**src/rtl/truth_table_capture.sv**
```systemverilog
// truth_table_capture: sweeps a/b/c through 000..111, samples s after SETTLE cycles, assembles the truth table.
// Define TT_CHECK_EN to build the comparator that drives pass/mism_mask against EXPECTED.
module truth_table_capture #(
  parameter int SETTLE = 1,
  parameter logic [7:0] EXPECTED = 8'hF4
) (
  input  logic       clk,
  input  logic       rst_n,
  input  logic       start,
  output logic       a,
  output logic       b,
  output logic       c,
  input  logic       s,
  output logic       busy,
  output logic       done,
  output logic [7:0] table_out,
  output logic       pass,
  output logic [7:0] mism_mask
);
  localparam logic [1:0] IDLE = 2'd0, DRIVE = 2'd1, FINISH = 2'd2;
  localparam logic [3:0] SET = 4'(SETTLE);
  logic [1:0] state;
  logic [2:0] idx, vec;
  logic [3:0] wait_cnt;
  logic [7:0] tbl_next;
  always_comb begin
    tbl_next = table_out;
    tbl_next[idx] = s;
  end
  assign {a, b, c} = vec;
  assign busy = state != IDLE;
  assign done = state == FINISH;
`ifndef TT_CHECK_EN
  assign pass = 1'b0;
  assign mism_mask = 8'h00;
`endif
  always_ff @(posedge clk or negedge rst_n)
    if (!rst_n) begin
      state <= IDLE;
      idx <= 3'd0;
      wait_cnt <= 4'd0;
      vec <= 3'd0;
      table_out <= 8'h00;
`ifdef TT_CHECK_EN
      pass <= 1'b0;
      mism_mask <= 8'h00;
`endif
    end else
      case (state)
        IDLE:
          if (start) begin
            state <= DRIVE;
            idx <= 3'd0;
            vec <= 3'd0;
            wait_cnt <= SET;
            table_out <= 8'h00;
`ifdef TT_CHECK_EN
            pass <= 1'b0;
            mism_mask <= 8'h00;
`endif
          end
        DRIVE:
          if (wait_cnt != 4'd0) wait_cnt <= wait_cnt - 4'd1;
          else begin
            table_out <= tbl_next;
            if (idx == 3'd7) begin
              state <= FINISH;
              vec <= 3'd0;
`ifdef TT_CHECK_EN
              // judged on the completed table so the verdict is valid alongside done
              pass <= tbl_next == EXPECTED;
              mism_mask <= tbl_next ^ EXPECTED;
`endif
            end else begin
              idx <= idx + 3'd1;
              vec <= idx + 3'd1;
              wait_cnt <= SET;
            end
          end
        default: state <= IDLE;
      endcase
endmodule

```
**config.mk**
```make
export PLATFORM = sky130hd
export DESIGN_NAME = truth_table_capture
export DESIGN_NICKNAME = d
export VERILOG_FILES = /design/src/rtl/truth_table_capture.sv
export SDC_FILE = /design/constraint.sdc
export NUM_CORES = 1
export LEC_CHECK = 0
export ABC_AREA = 1
export BUFFER_PORTS_ARGS = -buffer_cell sky130_fd_sc_hd__buf_2
export CAP_MARGIN = 20
export CORE_UTILIZATION = 30
export CTS_CLUSTER_DIAMETER = 120
export DETAILED_ROUTE_END_ITERATION = 6
export MAX_ROUTING_LAYER = met4
export PLACE_DENSITY = 0.51
export SETUP_SLACK_MARGIN = 0.5
export SKIP_CTS_REPAIR_TIMING = 1
export SYNTH_ARGS = -nofsm -noshare
export SYNTH_HDL_FRONTEND = slang
export SYNTH_SLANG_ARGS = --single-unit
export TNS_END_PERCENT = 10
```
**constraint.sdc**
```tcl
create_clock -name clk -period 1.9 [get_ports clk]
set_input_delay 0.19 -clock clk [delete_from_list [all_inputs] [get_ports clk]]
set_output_delay 0.19 -clock clk [all_outputs]
set_load 0.05 [all_outputs]
```
==> summary.json, run 1 <==
{
  "starting_density_of_the_core_pct": 31.3,
  "vias": 1059,
  "dominantRegCellSynth": "sky130_fd_sc_hd__dfrtp_1",
  "worst_setup_path_start_kind": "flop",
  "die_y_um": 66.8,
  "rr_startpoint": "idx[0]$_DFFE_PN0P_",
  "clock_skew_ns": 0.00322,
  "largest_net_degree_at_the_start_of_global_routing": 25,
  "clk_pin_slew_ns": 0.07,
  "htreeDepth": 1,
  "totalNegativeSetupSlack_ns": 0,
  "gp_congestion": 0.780,
  "nets": 197,
  "netlist-cell-type-count": 20,
  "cts-buffers-inserted": 3,
  "yosysSeqAreaShare_pct": 39.7,
  "netlist_instances": 165,
  "timing.hold.worst.class": "in2reg",
  "drcViolationCount": 0,
  "wl_per_cell_um": 10.6,
  "r2r-end": "idx[2]$_DFFE_PN0P_",
  "synth-async-reset-ratio_pct": 100,
  "ff2ff_setup_slack_ns": 0.56,
  "reg2regPathDepth": 6,
  "ios": 26,
  "grt_use_total_pct": 12.2,
  "grt_pass1_wl_mm": 4.02,
  "detail_route.iter0.violations": 44,
  "static-leakage-power_nw": 0.859,
  "critical_path_required_ns": 2.05,
  "mostFrequentLayoutCell": "sky130_fd_sc_hd__nand2_1",
  "gr-total-overflow": 0,
  "grt_setup_unrepaired": "true",
  "critical_path_peak_fanout": 5,
  "die_area_um2": 4460,
  "die_x_um": 66.8,
  "clockRootBuffer": "sky130_fd_sc_hd__clkbuf_8",
  "worst_path_largest_cell_delay_ns": 0.42,
  "final_min_period_over_clock_period_pct": 70.7,
  "fp-row-count": 23,
  "worst_setup_path_startpoint": "idx[0]$_DFFE_PN0P_",
  "clk_path_buf_depth": 2,
  "core_area_um2": 4030,
  "route.final.wire_length_mm": 2.51,
  "drive_gt1_share_pct": 22.0,
  "fillers": 419,
  "ir_worst_vdd_mv": 0.621,
  "crit_type": "reg2reg",
  "insertion_delay_ns": 0.26,
  "setup.worst_path.end": "idx[2]$_DFFE_PN0P_",
  "finalSetupViolCount": 0,
  "outcome": "complete, no violations",
  "layout_common_cells": "sky130_fd_sc_hd__nand2_1 (47), sky130_fd_sc_hd__nand3_1 (21), sky130_fd_sc_hd__inv_1 (19)",
  "route.detailed.vias_per_inst": 4.49,
  "p_per_area_nw_per_um2": 1780,
  "initial_antenna_violation_count": 0,
  "yosys_warnings": 0,
  "syn2layout_area_growth_pct": 15.0,
  "antenna_cells": 0,
  "worst_ep_arrival_time_ns": 1.50,
  "fin_total_pwr_mw": 2.58,
  "synth_seq_cells": 20,
  "max_cap_violations": 0,
  "fmaxAchievable_mhz": 744,
  "edff_count_synth": 0,
  "buffer_ports.inserted": 16,
  "ant_nets": 0,
  "setup.worst_path.end_class": "flop",
  "fin_hold_ws_ns": 0.339,
  "worst_path_max_delay_cell": "sky130_fd_sc_hd__dfrtp_2",
  "tritoncts": "built",
  "hpwlAfterDp_mm": 1.70,
  "final_critical_delay_including_setup_and_external_delays_ns": 1.34,
  "cell_by_cell_listing_of_the_critical_path": "ha_1 -> ha_1 -> nand2_2 -> nand3_1 -> nand2_1 -> nand2_1",
  "timing_max_transition_violations_final": 0,
  "synth.cell_area_um2": 1260,
  "drt_pre_antenna_iters": 4,
  "syn_area_per_cell_um2": 7.64,
  "report.final.hold_viol_count": 0,
  "clock_sink_count": 20,
  "first_global_vias": 923
}
## worst min path at each step
stage / start / cells after the start / endpoint / slack [ns]
final: start / 5 / state[1]$_DFFE_PN0P_ / 0.34
after global placement: rst_n / 1 / table_out[1]$_DFFE_PN0P_ / 0.18
after global routing: s / 5 / table_out[3]$_DFFE_PN0P_ / 0.36
after detailed placement: rst_n / 1 / table_out[1]$_DFFE_PN0P_ / 0.18
after CTS: rst_n / 1 / wait_cnt[1]$_DFFE_PN0P_ / -0.10
after floorplan: rst_n / 0 / idx[0]$_DFFE_PN0P_ / -0.11
## metrics by stage
step | cells | util, % | setup WS, ns | cell area (um^2)
global route | 236 | 36.0 | 0.472 | 1450
finish | 236 | 36.0 | 0.556 | 1450
detailed placement | 227 | 33.0 | 0.365 | 1330
floorplan | 173 | - | 0.604 | 1290
global placement | 227 | 33.0 | 0.356 | 1330
CTS | 230 | 34.1 | 0.351 | 1370
## synth_stat cells (2+ instances only)
library cell              number  area share (%)
sky130_fd_sc_hd__inv_2         3            0.89
sky130_fd_sc_hd__buf_6         3             2.7
sky130_fd_sc_hd__nand3_1      21             8.3
sky130_fd_sc_hd__o21ai_1       3             1.2
sky130_fd_sc_hd__inv_1        20             6.0
sky130_fd_sc_hd__nand4_1      12             6.0
sky130_fd_sc_hd__nand2_4       2             1.8
sky130_fd_sc_hd__nand2_1      49              15
sky130_fd_sc_hd__buf_4        11             6.6
sky130_fd_sc_hd__nor2_1        8             2.4
sky130_fd_sc_hd__dfrtp_1      20              40
sky130_fd_sc_hd__ha_1          5             5.0
## worst max-delay path, delay by kind of cell, from the launching register on
| family | cells | cell delay (ns) |
|---|---|---|
| adders and majority gates | 2 | 0.42 |
| DFF | 1 | 0.42 |
| and+or+nand+nor | 4 | 0.39 |
## routing by layer
metal | wire (um) | up-vias | GRT usage (%)
li1 | - | 555 | -
met1 | 1240 | 476 | 16.0
met2 | 1150 | 23 | 18.4
met3 | 77 | 5 | 1.54
met4 | 41 | 0 | 5.59
met5 | 0 | - | -
## flip-flops by register name, indices dropped and copies added (netlist names)
register,flops
vec,3
state,2
idx,3
wait_cnt,4
table_out,8
## area by class of cell
class                      instances  area (um^2)  share of cell area [%]
tap                               50         62.6                    4.32
timing repair buffer              23          148                    10.2
clock buffer                       3         41.3                    2.85
inverter                          23         86.3                    5.96
multi-input combinational        117          607                    41.9
sequential                        20          504                    34.8
## power breakdown
group | switching [mW] | internal, mW | leakage [nW]
Clock | 0.139 | 0.141 | 0.0216
Sequential | 0.117 | 0.577 | 0.262
Combinational | 1.11 | 0.496 | 0.575
## kinds of logic (layout without fill, tap and decap cells)
kind of cell	count (synthesis)	after routing	synth area share (%)
adder cells (fa/ha/maj)	5	5	4.97
AND/OR/NAND/NOR	94	95	34.1
AO/OA/AOI/OAI	7	7	4.17
XOR/XNOR	1	1	0.695
flip-flops	20	20	39.7
other	1	9	0.298
buffers and inverters	37	49	16.1
No activity file was read; power rests on OpenSTA's default activity.
==> inputs of run 2 (changes only) <==
- clock period: 1.9 -> 1.35 ns (I/O delays scaled with it)
==> run 2 against run 1 <==
Compared with the run above: fmax grew 9.1%; clock-buffer cell count up 1; die area did not move; flip-flop and latch count stayed put; combinational power is 73% higher; cell count increased by 3.8%; worst hold slack lost 0.068 ns; critical path depth grew 1; core utilization grew 4.8 points; design area grew 13%; first-iteration DRC count is 77% higher; sequential power is 39% higher; highest routed layer unchanged.
==> summary.json, run 2 (synthesized netlist as in run 1, its figures left out) <==
{
  "setup.worst_path.end_class": "flop",
  "wl_per_cell": {"value": 11.1, "unit": "um", "change": "+4.0%"},
  "combinationalPowerShare": {"value": 66.8, "unit": "%", "change": "+4.6 points"},
  "ios": {"value": 26, "change": "unchanged"},
  "gp_congestion": {"value": 0.808, "change": "+3.6%"},
  "drive_gt1_share": {"value": 31.3, "unit": "%", "change": "+9.2 points"},
  "power.switching": {"value": 2.14, "unit": "mW", "change": "+57%"},
  "route.final.wire_length": {"value": 2.71, "unit": "mm", "change": "+7.9%"},
  "cts-buffers-inserted": {"value": 3, "change": "unchanged"},
  "finalSetupViolCount": {"value": 0, "change": "unchanged"},
  "gr-total-overflow": {"value": 0, "change": "unchanged"},
  "layout_common_cells": "sky130_fd_sc_hd__nand2_1 (46), sky130_fd_sc_hd__nand3_1 (20), sky130_fd_sc_hd__dfrtp_1 (18)",
  "final_critical_path_setup_slack": {"value": 0.118, "unit": "ns", "change": "-0.438 ns"},
  "p_per_area": {"value": 2530, "unit": "nW/um^2", "change": "+42%"},
  "worst_setup_path_start_kind": "flop",
  "grt_use_total": {"value": 13.9, "unit": "%", "change": "+1.7 points"},
  "ant_nets": {"value": 0, "change": "unchanged"},
  "max_cap_violations": {"value": 0, "change": "unchanged"},
  "number_of_flip_flops_in_the_largest_register": {"value": 8, "change": "unchanged"},
  "power.internal": {"value": 2.01, "unit": "mW", "change": "+65%"},
  "totalNegativeSetupSlack": {"value": 0, "unit": "ns", "change": "unchanged"},
  "seq_power_share": {"value": 23.2, "unit": "%", "change": "-3.7 points"},
  "report.final.hold_viol_count": {"value": 0, "change": "unchanged"},
  "grt_setup_unrepaired": "true",
  "fin_hold_ws": {"value": 0.271, "unit": "ns", "change": "-0.0681 ns"},
  "die_area": {"value": 4460, "unit": "um^2", "change": "unchanged"},
  "final_min_period_over_clock_period": {"value": 91.3, "unit": "%", "change": "+21 points"},
  "reg2regPathDepth": {"value": 7, "change": "+1"},
  "drt_pre_antenna_iters": {"value": 4, "change": "unchanged"},
  "place_inst": {"value": 234, "change": "+3.1%"},
  "detail_route.iter0.violations": {"value": 78, "change": "+77%"},
  "finalNonFillerCells": {"value": 245, "change": "+3.8%"},
  "die_x": {"value": 66.8, "unit": "um", "change": "unchanged"},
  "nets": {"value": 205, "change": "+4.1%"},
  "timing_max_transition_violations_final": {"value": 0, "change": "unchanged"},
  "min_path_cells": {"value": 5, "change": "unchanged"},
  "fmaxAchievable": {"value": 811, "unit": "MHz", "change": "+9.1%"},
  "fin_total_pwr": {"value": 4.14, "unit": "mW", "change": "+61%"},
  "clockRootBuffer": "sky130_fd_sc_hd__clkbuf_8",
  "outcome": "complete, no violations",
  "static-leakage-power": {"value": 0.926, "unit": "nW", "change": "+7.9%"},
  "core_area": {"value": 4030, "unit": "um^2", "change": "unchanged"},
  "worst_ep_arrival_time": {"value": 1.43, "unit": "ns", "change": "-0.07 ns"},
  "clk_path_buf_depth": {"value": 2, "change": "unchanged"},
  "final_critical_delay_including_setup_and_external_delays": {"value": 1.23, "unit": "ns", "change": "-0.112 ns"},
  "htreeDepth": {"value": 1, "change": "unchanged"},
  "largest_registers": "table_out (8), wait_cnt (4)",
  "route.detailed.vias_per_inst": {"value": 4.51, "change": "+0.42%"},
  "grt_pass1_wl": {"value": 4.57, "unit": "mm", "change": "+14%"},
  "hpwlAfterDp": {"value": 1.90, "unit": "mm", "change": "+12%"},
  "ir_worst_vdd": {"value": 1.03, "unit": "mV", "change": "+66%"},
  "timing.hold.worst.class": "in2reg",
  "vias": {"value": 1104, "change": "+4.2%"},
  "crit_type": "reg2reg",
  "first_global_vias": {"value": 1024, "change": "+11%"},
  "initial_antenna_violation_count": {"value": 0, "change": "unchanged"},
  "starting_density_of_the_core": {"value": 31.3, "unit": "%", "change": "unchanged"},
  "clk_pin_slew": {"value": 0.07, "unit": "ns", "change": "about the same"},
  "clock_sink_count": {"value": 20, "change": "unchanged"},
  "largest_net_degree_at_the_start_of_global_routing": {"value": 25, "change": "unchanged"},
  "clock_skew": {"value": 0.00187, "unit": "ns", "change": "-0.00135 ns"},
  "critical_path_required": {"value": 1.55, "unit": "ns", "change": "-0.50 ns"},
  "fp-row-count": {"value": 23, "change": "unchanged"},
  "insertion_delay": {"value": 0.26, "unit": "ns", "change": "about the same"},
  "power_switching_share": {"value": 51.5, "unit": "%", "change": "-1.3 points"},
  "dp_worst_setup_slack": {"value": 0.0376, "unit": "ns", "change": "-0.328 ns"},
  "critical_path_peak_fanout": {"value": 4, "change": "-1"},
  "share_clk_of_total_power": {"value": 10.0, "unit": "%", "change": "-0.9 points"},
  "buffer_ports.inserted": {"value": 16, "change": "unchanged"},
  "syn2layout_area_growth_pct": 30.2,
  "drcViolationCount": {"value": 0, "change": "unchanged"},
  "largest-register": "table_out",
  "tritoncts": "built",
  "mostFrequentLayoutCell": "sky130_fd_sc_hd__nand2_1",
  "antenna_cells": {"value": 0, "change": "unchanged"},
  "die_y": {"value": 66.8, "unit": "um", "change": "unchanged"}
}
run 2: cell types whose count changed in the layout (fill, tap and decap cells not counted), sizes merged:
| cell | delta |
|---|---|
| buf | +6 |
| clkbuf | +3 |
run 2: worst paths after layout:
kind	from	end	slack (ns)
min in group asynchronous	rst_n	table_out[0]$_DFFE_PN0P_	0.35
hold / removal	start	state[1]$_DFFE_PN0P_	0.27
hold reg to reg	table_out[2]$_DFFE_PN0P_	table_out[2]$_DFFE_PN0P_	0.47
setup / recovery	wait_cnt[1]$_DFFE_PN0P_	wait_cnt[3]$_DFFE_PN0P_	0.12
setup reg to reg	wait_cnt[1]$_DFFE_PN0P_	wait_cnt[3]$_DFFE_PN0P_	0.12
max in group asynchronous	rst_n	state[0]$_DFFE_PN0P_	0.65
run 2: area by class of cell:
class	instances	area, um^2
Fill cell	420	2390
Multi-Input combinational cell	117	693
Sequential cell	20	503
Timing Repair Buffer	31	243
Inverter	23	93.8
Tap cell	50	62.6
Clock buffer	4	45.0
run 2: routing by layer:
metal / vias up / part of all wire [%] / global-route usage, %
li1: 572 / - / -
met1: 507 / 49 / 17.9
met2: 23 / 47 / 21.3
met3: 2 / 3.1 / 2.74
met4: 0 / 0.92 / 5.32
met5: - / 0 / -
run 2: per-stage QoR:
stage	util, %	area (um^2)
CTS	37.4	1510
finish	40.7	1640
global route	40.7	1640
global placement	36.3	1460
detailed placement	36.3	1460
floorplan	-	1360
run 2: power by group through the flow:
stage	Combinational [mW]	Clock [mW]	Sequential, mW
after floorplan	1.52	0	1.33
after global placement	2.29	0	0.977
after detailed placement	2.34	0	0.983
after CTS	2.35	0.430	0.971
after global routing	3.06	0.450	0.995
final	2.77	0.414	0.962
run 2: worst max-delay path: stages (launching register included):
cell                      delay (ns)
sky130_fd_sc_hd__dfrtp_1        0.41
sky130_fd_sc_hd__inv_2          0.09
sky130_fd_sc_hd__ha_4           0.13
sky130_fd_sc_hd__nand2_4        0.08
sky130_fd_sc_hd__buf_6          0.15
sky130_fd_sc_hd__o21ai_4        0.16
sky130_fd_sc_hd__nand2_1        0.07
sky130_fd_sc_hd__nand2_1        0.08
